==> src/rtl/move_sequencer.sv <==
// Move sequencer: queues stepper move codes and issues them one at a time
// with a start/done handshake. Define MOVE_SETTLE_EN to add a settle gap between moves.
module move_sequencer #(
  parameter int unsigned DEPTH         = 16,
  parameter int unsigned START_TIMEOUT = 1024,
  parameter int unsigned SETTLE_CYCLES = 2500000
) (
  input  logic                     clock,
  input  logic                     reset_n,
  input  logic [3:0]               move_in,
  input  logic                     move_valid,
  output logic                     move_ready,
  input  logic                     flush,
  input  logic                     pause,
  output logic [3:0]               next_move,
  output logic                     move_start,
  input  logic                     move_done,
  output logic                     busy,
  output logic [$clog2(DEPTH):0]   level,
  output logic [15:0]              moves_completed,
  output logic                     error
);

  localparam int unsigned AW = $clog2(DEPTH);
  localparam int unsigned LW = AW + 1;
  localparam int unsigned TW = $clog2(START_TIMEOUT + 1);

  localparam logic [2:0] S_IDLE      = 3'd0;
  localparam logic [2:0] S_ISSUE     = 3'd1;
  localparam logic [2:0] S_WAIT_BUSY = 3'd2;
  localparam logic [2:0] S_WAIT_DONE = 3'd3;
`ifdef MOVE_SETTLE_EN
  localparam logic [2:0] S_SETTLE    = 3'd4;
  localparam int unsigned SW = $clog2(SETTLE_CYCLES + 1);
`endif

  logic [2:0]    state_q, state_d;
  logic [AW-1:0] wr_ptr_q, wr_ptr_d;
  logic [AW-1:0] rd_ptr_q, rd_ptr_d;
  logic [LW-1:0] level_q, level_d;
  logic [3:0]    next_move_q, next_move_d;
  logic [TW-1:0] tmo_q, tmo_d;
  logic [15:0]   done_cnt_q, done_cnt_d;
  logic          error_q, error_d;
  logic          ready_q;
`ifdef MOVE_SETTLE_EN
  logic [SW-1:0] settle_q, settle_d;
`endif

  logic [3:0] mem [DEPTH];

  logic full;
  logic accept;
  logic code_ok;
  logic push;
  logic pop;

  assign full       = (level_q == LW'(DEPTH));
  assign move_ready = ready_q & ~full;
  assign accept     = move_valid & move_ready;
  assign code_ok    = (move_in >= 4'd2) && (move_in <= 4'd13);
  assign push       = accept & code_ok & ~flush;
  // Dequeue happens on the IDLE->ISSUE edge so next_move is already valid
  // while move_start is high.
  assign pop        = (state_q == S_IDLE) && (level_q != '0) && !pause && move_done;

  assign next_move       = next_move_q;
  assign move_start      = (state_q == S_ISSUE);
  assign busy            = (state_q != S_IDLE);
  assign level           = level_q;
  assign moves_completed = done_cnt_q;
  assign error           = error_q;

  always_comb begin
    state_d     = state_q;
    wr_ptr_d    = wr_ptr_q;
    rd_ptr_d    = rd_ptr_q;
    level_d     = level_q;
    next_move_d = next_move_q;
    tmo_d       = tmo_q;
    done_cnt_d  = done_cnt_q;
    error_d     = error_q;
`ifdef MOVE_SETTLE_EN
    settle_d    = settle_q;
`endif

    if (accept && !code_ok) error_d = 1'b1;

    if (flush) begin
      rd_ptr_d = wr_ptr_q;
      level_d  = '0;
    end else begin
      if (push) wr_ptr_d = wr_ptr_q + 1'b1;
      if (pop)  rd_ptr_d = rd_ptr_q + 1'b1;
      level_d = level_q + LW'(push) - LW'(pop);
    end

    case (state_q)
      S_IDLE: begin
        if (pop) begin
          state_d     = S_ISSUE;
          next_move_d = mem[rd_ptr_q];
        end
      end
      S_ISSUE: begin
        state_d = S_WAIT_BUSY;
        tmo_d   = '0;
      end
      S_WAIT_BUSY: begin
        if (!move_done) begin
          state_d = S_WAIT_DONE;
        end else if (tmo_q == TW'(START_TIMEOUT - 1)) begin
          state_d = S_IDLE;
          error_d = 1'b1;
        end else begin
          tmo_d = tmo_q + 1'b1;
        end
      end
      S_WAIT_DONE: begin
        if (move_done) begin
          done_cnt_d = done_cnt_q + 16'd1;
`ifdef MOVE_SETTLE_EN
          state_d  = S_SETTLE;
          settle_d = '0;
`else
          state_d  = S_IDLE;
`endif
        end
      end
`ifdef MOVE_SETTLE_EN
      S_SETTLE: begin
        if (settle_q == SW'(SETTLE_CYCLES - 1)) state_d = S_IDLE;
        else                                    settle_d = settle_q + 1'b1;
      end
`endif
      default: state_d = S_IDLE;
    endcase
  end

  always_ff @(posedge clock or negedge reset_n) begin
    if (!reset_n) begin
      state_q     <= S_IDLE;
      wr_ptr_q    <= '0;
      rd_ptr_q    <= '0;
      level_q     <= '0;
      next_move_q <= '0;
      tmo_q       <= '0;
      done_cnt_q  <= '0;
      error_q     <= 1'b0;
      ready_q     <= 1'b0;
`ifdef MOVE_SETTLE_EN
      settle_q    <= '0;
`endif
    end else begin
      state_q     <= state_d;
      wr_ptr_q    <= wr_ptr_d;
      rd_ptr_q    <= rd_ptr_d;
      level_q     <= level_d;
      next_move_q <= next_move_d;
      tmo_q       <= tmo_d;
      done_cnt_q  <= done_cnt_d;
      error_q     <= error_d;
      ready_q     <= 1'b1;
`ifdef MOVE_SETTLE_EN
      settle_q    <= settle_d;
`endif
    end
  end

  always_ff @(posedge clock) begin
    if (push) mem[wr_ptr_q] <= move_in;
  end

endmodule

==> config.mk <==
export PLATFORM = sky130hd
export DESIGN_NAME = move_sequencer
export DESIGN_NICKNAME = d
export VERILOG_FILES = /design/src/rtl/move_sequencer.sv
export SDC_FILE = /design/constraint.sdc
export NUM_CORES = 1
export LEC_CHECK = 0
export CAP_MARGIN = 5
export CELL_PAD_IN_SITES_DETAIL_PLACEMENT = 1
export CELL_PAD_IN_SITES_GLOBAL_PLACEMENT = 1
export CORE_ASPECT_RATIO = 0.7
export CORE_MARGIN = 2
export CORE_UTILIZATION = 40
export DETAILED_ROUTE_END_ITERATION = 8
export DONT_BUFFER_PORTS = 1
export PLACE_DENSITY = 0.74
export SLEW_MARGIN = 40
export SYNTH_ARGS = -nofsm -noshare
export SYNTH_HDL_FRONTEND = slang
export SYNTH_SLANG_ARGS = --single-unit
==> constraint.sdc <==
create_clock -name clock -period 4.55 [get_ports clock]
set_input_delay 0.91 -clock clock [delete_from_list [all_inputs] [get_ports clock]]
set_output_delay 0.91 -clock clock [all_outputs]
set_load 0.005 [all_outputs]
==> results of run 1 <==
[registers in the layout, indices dropped and copies added (netlist names)]
register	count
state_q	2
mem	64
tmo_q	11
level	5
moves_completed	16
error	1
ready_q	1
wr_ptr_q	4
next_move	4
rd_ptr_q	4
[cells in the final DEF (no fill, tap or decap), types with 3 or more instances in the layout]
master      n
edfxtp_1   64
nor2b_1     6
dfrtp_1    46
nand2_1    22
ha_1       18
nand4_1     8
xor2_1      5
clkbuf_16   9
a21oi_1    11
mux2_2      7
nand3_1    12
nor2_1      8
mux2i_1    13
xnor2_1    18
mux4_2      8
inv_1      17
o21ai_0     7
nor3b_1     3
mux4_1      8
and4_1     10
and3_1      4
a31oi_1     4
nor3_1      4
and4b_1     9
[layer usage]
layer  vias to the layer above  track usage
met4                         0      0.04615
met5                         -            0
li1                       1404            -
met3                        13      0.05248
met2                        72       0.2591
met1                      1568       0.2430
[worst register-to-register path, stage by stage, from the launching register on]
cell      delay (ns)
dfrtp_1         0.41
inv_1           0.09
ha_1            0.24
a31o_2          0.27
nor3_2          0.15
buf_4           0.23
inv_1           0.06
ha_1            0.29
inv_1           0.06
ha_1            0.16
inv_1           0.05
fa_1            0.38
nor2b_1         0.17
o21bai_1        0.10
nand3_1         0.08
nor3b_1         0.16
[worst paths after layout]
check | from | to | cells after the start
max | level[2]$_DFF_PN0_ | level[4]$_DFF_PN0_ | 15
min | reset_n | moves_completed[13]$_DFFE_PN0P_ | 0
max reg2reg | level[2]$_DFF_PN0_ | level[4]$_DFF_PN0_ | 15
min reg2reg | moves_completed[15]$_DFFE_PN0P_ | moves_completed[15]$_DFFE_PN0P_ | 1
max in group asynchronous | reset_n | rd_ptr_q[2]$_DFFE_PN0P_ | 0
min in group clock | moves_completed[15]$_DFFE_PN0P_ | moves_completed[15]$_DFFE_PN0P_ | 1
[final cells by class]
cell class,instances,area (um2)
clock buffer,9,225.2
clock inverter,7,63.81
fill,1301,7300
inverter,17,63.81
multi-input combinational,224,2006
sequential,112,3126
tap,166,207.7
timing repair buffer,2,15.01
[cells by family after synthesis]
group	Yosys count	synth area share
buffers and inverters	35	0.03150
AOI/OAI and AO/OA	40	0.05069
muxes	38	0.1191
other	1	0.0007099
DFF	112	0.5912
xor gates and xnor gates	23	0.03813
adders and majority gates	19	0.04642
and+or+nand+nor	103	0.1222
[power groups by stage]
stage	Clock (W)	Sequential (W)	Combinational, W
floorplan	0	0.00130	0.000733
global placement	0	0.00145	0.000755
detailed placement	0	0.00148	0.000789
CTS	0.000781	0.00146	0.000796
global route	0.000815	0.00148	0.000882
finish	0.000768	0.00145	0.000797
[per-stage QoR]
stage / area, um2 / hold slack, ns / util / instances / power [W]
after detailed placement: 5410 / 0.4915 / 0.4160 / 521 / 0.002265
final: 5707 / 0.2403 / 0.4388 / 537 / 0.003016
after floorplan: 5283 / 0.4675 / - / 371 / 0.002030
after global placement: 5403 / 0.4895 / 0.4154 / 521 / 0.002210
after global routing: 5707 / 0.2279 / 0.4388 / 537 / 0.003181
after CTS: 5699 / 0.2331 / 0.4382 / 537 / 0.003033
==> out/metrics.yaml, run 1 <==
detailed_routing:
  vias_per_cell: 5.693
  route.top_layer_used: "met4"
  wl_met3_um: 683
  drt_iter0_markers: 252
  wl_per_cell_um: 21.18
  firstDrtPassIters: 4
  wl_met2_mm: 4.986
  vias: 3057
  wl_met1_mm: 5.575
  drc: 0
  ant_nets: 0
  drt-total-wl_mm: 11.37
power_and_ir_drop:
  ir_drop_uv: 301.1
  p_clk_frac: 0.255
  intPower_w: 0.001974
  p_comb_frac: 0.264
  power_density_mw_per_mm2: 528.6
  p_seq_frac: 0.481
  switching_share: 0.3456
  p_switching_w: 0.001043
  p_leak_nw: 2.151
clock_network:
  path_clk_slew_ns: 0.08
  cts_tree: "yes"
  clock_latency_ns: 0.35
  clockBufferDepth: 2
  ctsResizeCount: 0
  cts-hold-fix-buffers: 0
  cts-root-buf: "clkbuf_16"
  numCtsBuffers: 9
  cts_max_level: 3
  post_cts_buffers: 0
  numClockSinks: 112
die:
  die_y_um: 100.2
  num_rows: 35
  die_area_mm2: 0.01416
  coreArea_mm2: 0.01301
  die_w_um: 141.4
  ioPinCount: 39
  start_util: 0.4062
run_status:
  outcome: "completed"
setup_path:
  crit_fanout: 19
  crit_family: "adder cells"
  crit_path_cell_trace: "inv_1 > ha_1 > a31o_2 > nor3_2 > buf_4 > inv_1 > ha_1 > inv_1 > ha_1 > inv_1 > fa_1 > nor2b_1 > o21bai_1 > nand3_1 > nor3b_1"
  cp_num_buf_inv: 5
  cp_common_cell: "inv_1"
  r2r_slack_ns: 1.57
  slowest_stage: "dfrtp_1"
  cp-start-kind: "register"
  crit_path_end_kind: "register"
  critical_path_class: "register to register"
  critPathArrivalTime_ns: 3.25
  cp_data_required_time_ns: 4.82
  max_stage_delay_ns: 0.41
synth:
  syn_avg_cell_area_um2: 14.24
  synth-edff-count: 64
  yosysMostFrequentCell: "edfxtp_1"
  syn_nets: 400
  syn_area_mm2: 0.005283
  synth.top_cell.area_share: 0.3638
  ys_seq_area_frac: 0.5912
  synth.distinct_cells: 57
  async_flop_share: 0.4286
  yosys-top-cells-count: "64 x edfxtp_1, 48 x dfrtp_1, 22 x nand2_1"
  synth.largest_area_cell: "edfxtp_1"
  yosysWarnings: 0
  synthCells: 371
  synth_ff_type: "edfxtp_1"
  synthTopCellsByArea: "edfxtp_1 36%, dfrtp_1 23%, ha_1 4.3%"
  synth-seq-cells: 112
global_routing:
  grt_pass1_vias: 3212
  grt_first_pass_wirelength_mm: 18.22
  antenna_found_initial: 0
  grt_overflow: 0
  grt_usage: 0.1716
  grt_max_degree: 49
min_path:
  holdCritPathClass: "input port to async pin"
timing:
  max-slew-margin-rel: 0.4952
  worst_slack_ns: 1.570
  drv_slew: 0
  setup_tns_ns: 0
  fin_crit_ns: 2.980
  tightestPinTransition_ns: 0.7465
  finalCritPeriodShare: 0.6550
  setup_viol: 0
  rsz0062_at_grt: "false"
  fmax_mhz: 335.5
  final_hold_viol_count: 0
  fin_skew_ns: 0.01228
place:
  gp_congestion: 0.7629
  dpl_worst_slack_ns: 1.276
  dp_hpwl_mm: 7.883
  io_buffers: 0
job:
  drv_cap: 0
cells_and_area:
  diodes: 0
  syn2layout_area_growth_pct: 8.029
  drive_gt1_frac: 0.1186
  nets: 395
(Power assumes the default switching activity.)
==> run 2, diff against run 1 <==
==> constraint.sdc (replaced) <==
create_clock -name clock -period 2.8 [get_ports clock]
set_input_delay 0.56 -clock clock [delete_from_list [all_inputs] [get_ports clock]]
set_output_delay 0.56 -clock clock [all_outputs]
set_load 0.005 [all_outputs]
==> out/metrics.yaml, run 2 (synthesis results as in run 1) <==
place:
  place_inst: 531
  io_buffers: 0
  gp_congestion: 0.7612
  dp_hpwl_mm: 7.971
die:
  die_w_um: 141.4
  num_rows: 35
  coreArea_mm2: 0.01301
  ioPinCount: 39
  die_y_um: 100.2
  start_util: 0.4062
  die_area_mm2: 0.01416
power_and_ir_drop:
  p_leak_nw: 2.239
  ir_drop_uv: 386.1
  total_power_w: 0.005031
  p_switching_w: 0.001728
  switching_share: 0.3435
  p_clk_frac: 0.256
  power_density_mw_per_mm2: 860.8
  p_comb_frac: 0.293
  p_seq_frac: 0.451
  intPower_w: 0.003303
cells_and_area:
  syn2layout_area_growth_pct: 10.63
  final_common_cell: "edfxtp_1"
  drive_gt1_frac: 0.1514
  largest_reg_flops: 64
  largest_register: "mem"
  diodes: 0
  final_cell_mix: "64 x edfxtp_1, 48 x dfrtp_1, 22 x nand2_1"
  nets: 407
  post_layout_nonfiller_instances: 549
clock_network:
  numClockSinks: 112
  clockBufferDepth: 2
  cts_tree: "yes"
  cts_max_level: 3
  clock_latency_ns: 0.36
  path_clk_slew_ns: 0.08
  cts-root-buf: "clkbuf_16"
  numCtsBuffers: 9
setup_path:
  crit_path_end_kind: "register"
  crit_fanout: 7
  crit_start: "state_q[0]$_DFFE_PN0P_"
  cp_data_required_time_ns: 3.05
  critPathArrivalTime_ns: 2.83
  cp-start-kind: "register"
  critical_path_class: "register to register"
  r2r_start: "state_q[0]$_DFFE_PN0P_"
timing:
  tightestPinTransition_ns: 0.7052
  final_hold_viol_count: 0
  setup_viol: 0
  fin_crit_ns: 2.574
  max-slew-margin-rel: 0.5299
  fin_skew_ns: 0.007479
  drv_slew: 0
  setup_tns_ns: 0
  finalCritPeriodShare: 0.9192
  fmax_mhz: 388.5
  rsz0062_at_grt: "false"
global_routing:
  grt_first_pass_wirelength_mm: 18.58
  antenna_found_initial: 0
  grt_pass1_vias: 3282
  grt_overflow: 0
  grt_max_degree: 49
  grt_usage: 0.1734
detailed_routing:
  drc: 0
  wl_per_cell_um: 20.83
  drt-total-wl_mm: 11.44
  vias_per_cell: 5.612
  firstDrtPassIters: 4
  vias: 3081
  drt_iter0_markers: 207
  ant_nets: 0
run_status:
  outcome: "completed"
min_path:
  holdCritPathClass: "input port to async pin"
job:
  drv_cap: 0
run 2: area by class of cell:
| type | count | area, um2 |
|---|---|---|
| fillers | 1313 | 7162 |
| flip-flops and latches | 112 | 3123 |
| repair buffers | 14 | 125.1 |
| clock buffers | 9 | 225.2 |
| multi-input cells | 224 | 2027 |
| inverters | 17 | 63.81 |
| well taps | 166 | 207.7 |
| clock inverters | 7 | 72.57 |
run 2: final timing paths:
kind,endpoint,slack (ns),depth (start not counted)
max,level[4]$_DFF_PN0_,0.23,13
min,moves_completed[0]$_DFFE_PN0P_,0.05,1
max reg2reg,level[4]$_DFF_PN0_,0.23,13
min reg2reg,moves_completed[15]$_DFFE_PN0P_,0.50,1
max in group asynchronous,state_q[0]$_DFFE_PN0P_,2.52,1
min in group clock,level[4]$_DFF_PN0_,0.25,1
run 2: per-stage QoR:
stage	instance area [um2]	worst slack [ns]	util	hold WS, ns
after global placement	5484	0.2164	0.4216	0.2655
after detailed placement	5484	0.08349	0.4216	0.2656
after global routing	5844	0.02433	0.4494	0.05684
final	5844	0.2263	0.4494	0.04607
after floorplan	5291	0.002522	-	0.2644
after CTS	5809	0.05553	0.4467	0.04993
run 2: worst max-delay path: stages, from the launching register on:
cell,delay (ns)
dfrtp_1,0.46
inv_1,0.12
ha_1,0.22
nand3b_1,0.18
nor2_2,0.17
ha_1,0.25
inv_1,0.06
ha_1,0.15
inv_1,0.06
fa_2,0.34
nor2b_2,0.13
o21bai_1,0.09
a21oi_1,0.17
nor3b_2,0.06
run 2: routing by layer:
metal	wire length, um	vias up	GRT usage	share of wire
li1	-	1433	-	-
met1	5761	1583	0.2514	0.50
met2	5046	54	0.2599	0.44
met3	512	11	0.04962	0.045
met4	116	0	0.04308	0.010
met5	0	-	0	0
run 2: repair_timing:
item / 4_1_cts / 5_1_grt
gates resized for setup: 0 / 6
hold buffers: 1 / 0
endpoints found under the hold margin: 48 / 0
buffers inserted: 0 / 1
setup endpoints to repair: 0 / 1
run 2: power groups by stage:
stage	registers (W)	logic [W]	clock network (W)
final	0.00227	0.00147	0.00129
after detailed placement	0.00231	0.00142	0
after CTS	0.00227	0.00145	0.00132
after floorplan	0.00211	0.00119	0
after global routing	0.00232	0.00164	0.00139
after global placement	0.00229	0.00137	0
